===== src/rtl/cache_arb_pkg.sv =====
// cache_arb_pkg: FSM encodings, requester ids and saturating counter helper shared by the cache arbiter
package cache_arb_pkg;
  localparam logic [1:0] IDLE  = 2'b00;
  localparam logic [1:0] ISSUE = 2'b01;
  localparam logic [1:0] WAIT  = 2'b10;
  localparam logic REQ_D = 1'b0;
  localparam logic REQ_I = 1'b1;
  function automatic logic [31:0] sat_inc(input logic [31:0] v);
    return (&v) ? v : v + 32'd1;
  endfunction
endpackage


===== src/rtl/cache_arbiter_rr_arb2.sv =====
// rr_arb2: two-way grant, alternating on the last-served pointer or fixed priority to requester 0
module rr_arb2 import cache_arb_pkg::*; (
  input  logic [1:0] valid,
  input  logic       last,
  input  logic       mode,
  output logic [1:0] grant
);
  assign grant = (&valid) ? ((mode || last == REQ_I) ? 2'b01 : 2'b10) : valid;
endmodule


===== src/rtl/cache_arbiter.sv =====
// cache_arbiter: serialises a data and an instruction requester onto one cache port, one access in flight
module cache_arbiter import cache_arb_pkg::*; #(
  parameter int ADDR_W    = 32,
  parameter int DATA_W    = 32,
  parameter int PRIO_MODE = 0
) (
  input  logic              clk,
  input  logic              reset,
  input  logic              r0_valid,
  input  logic [ADDR_W-1:0] r0_addr,
  input  logic              r0_read,
  input  logic              r0_write,
  input  logic [DATA_W-1:0] r0_din,
  output logic              r0_ready,
  output logic              r0_resp_valid,
  output logic [DATA_W-1:0] r0_dout,
  output logic              r0_hit,
  input  logic              r1_valid,
  input  logic [ADDR_W-1:0] r1_addr,
  output logic              r1_ready,
  output logic              r1_resp_valid,
  output logic [DATA_W-1:0] r1_dout,
  output logic              r1_hit,
  output logic              c_input_valid,
  output logic [ADDR_W-1:0] c_addr,
  output logic              c_mem_read,
  output logic              c_mem_write,
  output logic [DATA_W-1:0] c_din,
  input  logic              c_ready,
  input  logic              c_output_valid,
  input  logic [DATA_W-1:0] c_dout,
  input  logic              c_is_hit,
  output logic [31:0]       hit_cnt0,
  output logic [31:0]       miss_cnt0,
  output logic [31:0]       hit_cnt1,
  output logic [31:0]       miss_cnt1
);
  logic [1:0] state, grant;
  logic last, cur, h_read, h_write, idle, acc0, acc1, done;
  logic [ADDR_W-1:0] h_addr;
  logic [DATA_W-1:0] h_din;
  logic [31:0] hc0, mc0, hc1, mc1;
  rr_arb2 u_arb (
    .valid({r1_valid, r0_valid}),
    .last (last),
    .mode (PRIO_MODE != 0),
    .grant(grant)
  );
  assign idle          = reset && state == IDLE;
  assign r0_ready      = idle && grant[0];
  assign r1_ready      = idle && grant[1];
  assign acc0          = r0_valid && r0_ready;
  assign acc1          = r1_valid && r1_ready;
  assign done          = state == WAIT && c_output_valid;
  assign c_input_valid = reset && state == ISSUE;
  assign c_addr        = h_addr;
  assign c_mem_read    = h_read;
  assign c_mem_write   = h_write;
  assign c_din         = h_din;
  assign hit_cnt0      = hc0;
  assign miss_cnt0     = mc0;
  assign hit_cnt1      = hc1;
  assign miss_cnt1     = mc1;
  always_ff @(posedge clk) begin
    if (!reset) begin
      state         <= IDLE;
      last          <= REQ_I;
      cur           <= REQ_D;
      h_addr        <= '0;
      h_read        <= 1'b0;
      h_write       <= 1'b0;
      h_din         <= '0;
      r0_resp_valid <= 1'b0;
      r1_resp_valid <= 1'b0;
      r0_dout       <= '0;
      r1_dout       <= '0;
      r0_hit        <= 1'b0;
      r1_hit        <= 1'b0;
      hc0           <= '0;
      mc0           <= '0;
      hc1           <= '0;
      mc1           <= '0;
    end else begin
      r0_resp_valid <= done && cur == REQ_D;
      r1_resp_valid <= done && cur == REQ_I;
      if (acc0 || acc1) begin
        state   <= ISSUE;
        cur     <= acc1;
        last    <= acc1;
        h_addr  <= acc1 ? r1_addr : r0_addr;
        h_read  <= acc1 || (r0_read && !r0_write);
        h_write <= acc0 && r0_write;
        h_din   <= acc1 ? '0 : r0_din;
      end else if (state == ISSUE && c_ready) begin
        state <= WAIT;
      end else if (done) begin
        state <= IDLE;
        if (cur == REQ_D) begin
          r0_dout <= c_dout;
          r0_hit  <= c_is_hit;
          hc0     <= c_is_hit ? sat_inc(hc0) : hc0;
          mc0     <= c_is_hit ? mc0 : sat_inc(mc0);
        end else begin
          r1_dout <= c_dout;
          r1_hit  <= c_is_hit;
          hc1     <= c_is_hit ? sat_inc(hc1) : hc1;
          mc1     <= c_is_hit ? mc1 : sat_inc(mc1);
        end
      end
    end
  end
endmodule


===== config.mk =====
export PLATFORM = sky130hd
export DESIGN_NAME = cache_arbiter
export DESIGN_NICKNAME = d
export VERILOG_FILES = /design/src/rtl/cache_arb_pkg.sv /design/src/rtl/cache_arbiter_rr_arb2.sv /design/src/rtl/cache_arbiter.sv
export SDC_FILE = /design/constraint.sdc
export NUM_CORES = 1
export LEC_CHECK = 0
export BUFFER_PORTS_ARGS = -buffer_cell sky130_fd_sc_hd__buf_4
export CAP_MARGIN = 20
export CORE_ASPECT_RATIO = 2
export CORE_MARGIN = 2
export CORE_UTILIZATION = 30
export CTS_CLUSTER_DIAMETER = 30
export DETAILED_ROUTE_END_ITERATION = 8
export MAX_ROUTING_LAYER = met4
export PLACE_DENSITY = 0.56
export REMOVE_ABC_BUFFERS = 1
export SYNTH_ARGS = -nofsm -noshare
export SYNTH_HDL_FRONTEND = slang
export SYNTH_SLANG_ARGS = --single-unit

===== constraint.sdc =====
create_clock -name clk -period 2.8 [get_ports clk]
set_input_delay 0.42 -clock clk [delete_from_list [all_inputs] [get_ports clk]]
set_output_delay 0.42 -clock clk [all_outputs]
set_load 0.05 [all_outputs]

==> summary.md, run 1 <==
| Metric | Value |
|---|---|
| Primary FF master, synth | `dfxtp_1` |
| Status | `finished, final reports clean` |
| Num CTS Buffers | `44` |
| Adder-Cell Fraction of Synth Area | `0.433%` |
| Max FO, Critical Path | `14` |
| CP Capture Type | `flip-flop` |
| Setup violators final | `0` |
| Combinational Power Share | `a little under 9%` |
| Reg area | `5330 um2` |
| GR Util met3 | `about 3.8%` |
| Hold WC Path Type | `input pin to flip-flop` |
| GRT Util Overall | `20.6%` |
| Mapped Cells | `1,420` |
| Max-cap violations | `0` |
| Core area | `38,000 um2` |
| Clk buf depth | `3` |
| Pin count of the biggest net entering global routing | `75` |
| Sw Share | `26.5%` |
| Sequential fraction of the synthesis area | `46.1%` |
| Synthesized cell area | `~12,000 um2` |
| Leak | `about 6.5 nW` |
| Worst slew margin | `46.2%` |
| Hold Buf Count CTS | `0` |
| Met2 global-route usage | `a little under two fifths` |
| Post-DR wirelength/cell | `17.9 um` |
| Via Count | `12,100` |
| Switching power | `0.00279 W` |
| R2R Setup Slk | `0.21 ns` |
| Most crowded layer after global routing | `met2` |
| Post-synth top area cell | `dfxtp_1` |
| Clk slew on worst S/H paths | `0.06 ns` |
| Crit Path Class | `flip-flop to flip-flop` |
| P_int | `0.00775 W` |
| Final Hold Viols | `0` |
| IR drop worst, VDD | `roughly 0.00073 V` |
| First-pass GRT wire length | `63,200 um` |
| DP Area | `15,200 um2` |
| Slew @ Worst Pin | `about 0.80 ns` |
| Part of the cycle the worst path needs | `approximately 90%` |
| Initial antenna violation count | `3` |
| Clock tree sinks | `266` |
| Req. time, crit path | `3.28 ns` |
| Post-synth EDFFs | `0` |
| Critical path arrival | `3.06 ns` |
| Critical path launch point type | `flip-flop` |
| Max Transition Viols Final | `0` |
| DP HPWL | `31,500 um` |
| Netlist cell types | `between 60 and 70` |
| Filler Cells Inserted | `3,897` |
| Vias in the first global route | `11,300` |
| GRT met1 Usage | `20.8%` |
| Pwr dens | `626 nW/um2` |
| DIE AREA | `between 40,000 and 50,000 um2` |
| Unrepaired setup endpoints after global routing | `no` |
| Main combinational cell family by area after synthesis | `simple AND/OR/NAND/NOR gates` |
| Final global-route overflow total | `0` |
| TritonCTS clock tree | `done` |
| Area of the multi-input gates | `approximately 5800 um2` |
| Clock share of power | `53.9%` |
| Minimum clock period after layout | `2.59 ns` |
| Synth Area in Simple Gates | `28.9%` |
| Share of the synthesized area in the top cell type | `46.1%` |
| # IOs | `402` |
| Nets | `1,968` |
| IO Port Bufs | `401` |
| Synth top area cells | `dfxtp_1 (46%), nand2_1 (11%), a21oi_1 (7.5%), or3_1 (2.7%), a311oi_1 (2.5%)` |
| Die Y | `between 200 and 300 um` |
| Synth Register Bits | `266` |
| Synth Area in XOR/XNOR | `1.21%` |
| Clk root buf | `clkbuf_16` |
| Complex-gate fraction of the synthesized area | `17.8%` |
| Post-CTS Resized | `1` |
| Share of cells above drive strength 1 | `29.6%` |
| Setup bufs post-CTS | `0` |
| Syn avg cell area | `slightly above 8 um2` |
| Area Growth Syn to Fin | `45.6%` |
| Routed WL | `between 40,000 and 50,000 um` |
| Fmax | `387 MHz` |
| Placer congestion estimate | `slightly below 0.9` |
| Mux share of post-synthesis cell area | `1.73%` |
| 1st-pass router iterations | `4` |
| Initial DRC count | `501` |
| Worst Skew | `around 0.012 ns` |
| Post-route total power | `0.0105 W` |
| Post-synthesis async set-or-reset flop share | `0%` |
| Die X | `143 um` |
| DRC errors left | `0` |
| Worst-Skew Late Latency | `0.54 ns` |
| Synth warn | `0` |
| Post-detailed-route count of antenna-violating nets | `0` |
| Sequential share of power | `37.2%` |
| Vias/cell | `about 5` |
| H-tree depth | `2` |
| Row count | `101` |
| Post-route cell area | `16,800 um2` |
| Initial Util | `30.4%` |
metrics by stage:
step | setup slack [ns] | TNS (ns) | hold WS, ns | util [%] | cells
final | 0.215 | 0 | 0.121 | 44.2 | 2379
after global routing | 0.000335 | 0 | 0.105 | 44.2 | 2379
after CTS | 0.104 | 0 | 0.0927 | 44.2 | 2375
after detailed placement | 0.117 | 0 | 0.447 | 40.1 | 2295
after global placement | 0.218 | 0 | 0.444 | 40.1 | 2295
after floorplan | -2.10 | -201.36 | 0.462 | - | 1335
area by class of cell:
type                            instances  share of cell area, %
Tap cell                              515                   3.83
Inverter                               21                  0.506
Sequential cell                       266                   31.7
Multi-Input combinational cell       1048                   34.6
Clock inverter                         34                   2.54
Timing Repair Buffer                  446                   20.2
Antenna cell                            3                 0.0446
Clock buffer                           46                   6.65
critical path, cell delays in order (launching register included):
cell and delay (ns):
dfxtp_1 0.57, nand4b_2 0.39, buf_4 0.28, nor3_1 0.31, o2111ai_1 0.39, or3_1 0.43, a21oi_1 0.14
synth_stat cells, drive strengths merged, types with 6 or more instances:
cell type,n
nand2,329
dfxtp,266
a21oi,174
nor2,76
clkbuf,63
o21ai,54
or3,50
nand4,46
nand3,37
or4,37
a311oi,34
o31ai,32
buf,22
nand2b,22
mux2i,20
inv,19
nor4,16
and4,15
and3,11
o211ai,10
nor3,8
xnor2,8
xor2,8
and2,7
a22oi,6
state kept, by name, indices dropped and copies added (netlist names):
signal and flops:
c_addr 32, c_din 32, hit_cnt0 32, hit_cnt1 32, miss_cnt0 32, miss_cnt1 32, r0_dout 32, r1_dout 32
state 2, c_mem_read 1, c_mem_write 1, cur 1, last 1, r0_hit 1, r0_resp_valid 1, r1_hit 1
r1_resp_valid 1
power by group through the flow:
stage	Combinational, W	Clock (W)	Sequential [W]
floorplan	0.000244	0	0.00425
global placement	0.000938	0	0.00399
detailed placement	0.000944	0	0.00400
CTS	0.000947	0.00581	0.00392
global route	0.00100	0.00597	0.00392
finish	0.000938	0.00568	0.00392
layer usage:
layer	vias to the layer above	part of all wire (%)
met4	0	3.6
met3	95	5.7
li1	5925	-
met5	-	0
met1	5667	37
met2	387	54
cells by family (layout without fill, tap and decap cells):
group | Yosys count | after routing
compound gates | 332 | 332
xor+xnor | 16 | 16
fa+ha+maj | 4 | 4
buf+inv | 106 | 547
flops | 266 | 266
mux | 20 | 20
other cells | 0 | 3
simple gates | 676 | 676
worst paths after layout:
kind,cells after the start,end,startpoint
max,6,miss_cnt1[31],state[1]
min,3,c_din[0],r0_din[0]
max reg2reg,6,miss_cnt1[31],state[1]
min reg2reg,2,c_din[0],c_din[0]
cell usage in the layout (no fill, tap or decap), types with 36 or more instances in the layout:
cell type / synthesis / final
buf_4: 3 / 442
nand2_1: 329 / 329
dfxtp_1: 266 / 266
a21oi_1: 174 / 174
nor2_1: 76 / 75
o21ai_0: 50 / 50
or3_1: 50 / 50
nand4_1: 44 / 44
clkbuf_16: 0 / 44
nand3_1: 36 / 36
No activity file was read; power rests on OpenSTA's default activity.
==> run 2: changes to the inputs <==
CORE_UTILIZATION = 50   (was 30)
PLACE_DENSITY = 0.83   (was 0.56)
==> summary.md, run 2 (synthesized netlist as in run 1, its figures left out) <==
| Metric | Value |
|---|---|
| Commonest non-fill, non-tap cells in the layout | `buf_4 (432), nand2_1 (329), dfxtp_1 (266), a21oi_1 (174), nor2_1 (75)` |
| Num CTS Buffers | `35` |
| Nets | `slightly below 2,000` |
| IO Port Bufs | `around 400` |
| Post-CTS Resized | `0` |
| Crit path max-delay cell type | `dfxtp_1` |
| Area Growth Syn to Fin | `39.4%` |
| Leak | `6.32 nW` |
| FF-to-FF Start | `state[1]` |
| Final Hold Viols | `0` |
| Worst slew margin | `between 50 and 60%` |
| DP Area | `14,900 um2` |
| Slew @ Worst Pin | `between 0.7 and 0.8 ns` |
| # IOs | `402` |
| DIE AREA | `24,400 um2` |
| Vias in the first global route | `11,600` |
| Hold WC Path Type | `input pin to flip-flop` |
| IR drop worst, VDD | `around 0.00060 V` |
| Die Y | `219 um` |
| Switching power | `0.00251 W` |
| GRT Util Overall | `between 30% and 40%` |
| Filler Cells Inserted | `between 1,500 and 2,000` |
| Worst stage delay on the critical path | `0.58 ns` |
| Unrepaired setup endpoints after global routing | `no` |
| Hold path depth | `3` |
| H-tree depth | `2` |
| Worst Skew | `0.0170 ns` |
| Worst R2R End | `hit_cnt1[29]` |
| Initial DRC count | `709` |
| Most used cell, CP | `buf_4` |
| Part of the cycle the worst path needs | `roughly 94%` |
| Worst-Skew Late Latency | `0.50 ns` |
| Cells along the critical path | `nor3b_1 -> buf_4 -> nand3_1 -> clkinv_1 -> buf_4` |
| Clk buf depth | `3` |
| Sequential share of power | `slightly above 40%` |
| Pin count of the biggest net entering global routing | `97` |
| Post-route cell area | `16,100 um2` |
| P_int | `just over 0.007 W` |
| R2R Setup Slk | `about 0.30 ns` |
| Hold Crit Start | `r0_din[22]` |
| Worst slack, placed | `0.332 ns` |
| Dpl cells | `2,049` |
| Vias/cell | `5.75` |
| 1st-pass router iterations | `6` |
| Routed WL | `38,000 um` |
| Final global-route overflow total | `0` |
| Die X | `~110 um` |
| Row count | `78` |
| Sw Share | `around a quarter` |
| Status | `finished, final reports clean` |
| Hold Path Sink | `c_din[22]` |
| Commonest non-fill, non-tap cell in the layout | `buf_4` |
| TritonCTS clock tree | `done` |
| Combinational Power Share | `9.6%` |
| Critical path launch point type | `flip-flop` |
| R2R depth | `5` |
| Critical path arrival | `roughly 2.2 ns` |
| Worst path bufs/invs | `3` |
| Minimum clock period after layout | `around 2.6 ns` |
| Initial Util | `50.8%` |
| Clock share of power | `49.4%` |
| Hold Buf Count CTS | `0` |
| Pwr dens | `594 nW/um2` |
| Worst hold slack | `0.159 ns` |
| Clk root buf | `clkbuf_16` |
| Share of cells above drive strength 1 | `28.4%` |
| Initial antenna violation count | `1` |
| Setup WS post-layout | `0.170 ns` |
| CP Capture Type | `primary output` |
| Setup violators final | `0` |
| Max FO, Critical Path | `16` |
| Max Transition Viols Final | `0` |
| Clock tree sinks | `approximately 270` |
| Setup bufs post-CTS | `0` |
| Req. time, crit path | `2.38 ns` |
| DP HPWL | `27,800 um` |
| Max-cap violations | `0` |
| Crit Path Class | `flip-flop to primary output` |
| Core area | `22,700 um2` |
| Non-filler cells, final | `between 2,000 and 2,500` |
| Placer congestion estimate | `0.921` |
| DRC errors left | `0` |
| Fmax | `380 MHz` |
| First-pass GRT wire length | `58,900 um` |
| Post-DR wirelength/cell | `18.0 um` |
| Via Count | `12,200` |
| Top Family by Delay on Critical Path | `buffers and inverters` |
| Post-detailed-route count of antenna-violating nets | `0` |
| Clk slew on worst S/H paths | `roughly 0.070 ns` |
==> run 2: cell count changes in the layout (fill, tap and decap cells not counted), sizes merged <==
cell | previous run | this run
buf | 446 | 434
bufinv | 6 | 4
clkbuf | 46 | 39
clkinv | 13 | 5
clkinvlp | 4 | 6
diode | 3 | 1
inv | 32 | 30
==> run 2: worst max-delay path by stage <==
| stage | from | endpoint | slack (ns) | cells after the start |
|---|---|---|---|---|
| floorplan | reset | c_input_valid | -2.10 | 2 |
| global placement | r1_valid | hit_cnt1[27] | 0.38 | 6 |
| detailed placement | r1_valid | hit_cnt1[25] | 0.33 | 6 |
| CTS | state[1] | r1_ready | 0.1 | 5 |
| global route | state[1] | r0_ready | 0.009 | 5 |
| finish | state[1] | r0_ready | 0.17 | 5 |
==> run 2: layout make-up <==
cell class | count | area (um2) | share of cell area [%]
diodes | 1 | 2.50 | 0.0155
clock buffers | 39 | 933 | 5.79
clock inverters | 24 | 308 | 1.91
inverters | 21 | 87.6 | 0.544
multi-input cells | 1048 | 5820 | 36.1
flip-flops and latches | 266 | 5330 | 33.1
well taps | 280 | 350 | 2.17
repair buffers | 434 | 3280 | 20.4
==> run 2: power by group through the flow <==
stage / logic [W] / clock network (W) / registers, W
final: 0.000920 / 0.00473 / 0.00391
after detailed placement: 0.000918 / 0 / 0.00400
after floorplan: 0.000244 / 0 / 0.00425
after global placement: 0.000906 / 0 / 0.00399
after CTS: 0.000922 / 0.00479 / 0.00391
after global routing: 0.000974 / 0.00495 / 0.00392
==> run 2: metal layers <==
layer  vias up  routed length, um  global-route usage [%]
met5         -                  0                       -
li1       5879                  -                       -
met1      5649              13400                    30.2
met3       118               2390                    5.16
met4         0               2140                    17.1
met2       506              20100                    55.0
==> run 2: metrics by stage <==
stage               setup TNS (ns)  utilization, %  total power (W)
floorplan                  -201.36               -          0.00450
global route                     0            70.9          0.00985
detailed placement               0            65.3          0.00492
finish                           0            70.9          0.00956
global placement                 0            65.3          0.00490
CTS                              0            70.8          0.00963
==> run 2: worst register-to-register path, cell delays in order (launching register included) <==
cell       delay [ns]
dfxtp_1          0.58
and4b_1          0.36
o2111ai_4        0.20
or4_4            0.64
or4_1            0.49
a21oi_1          0.15
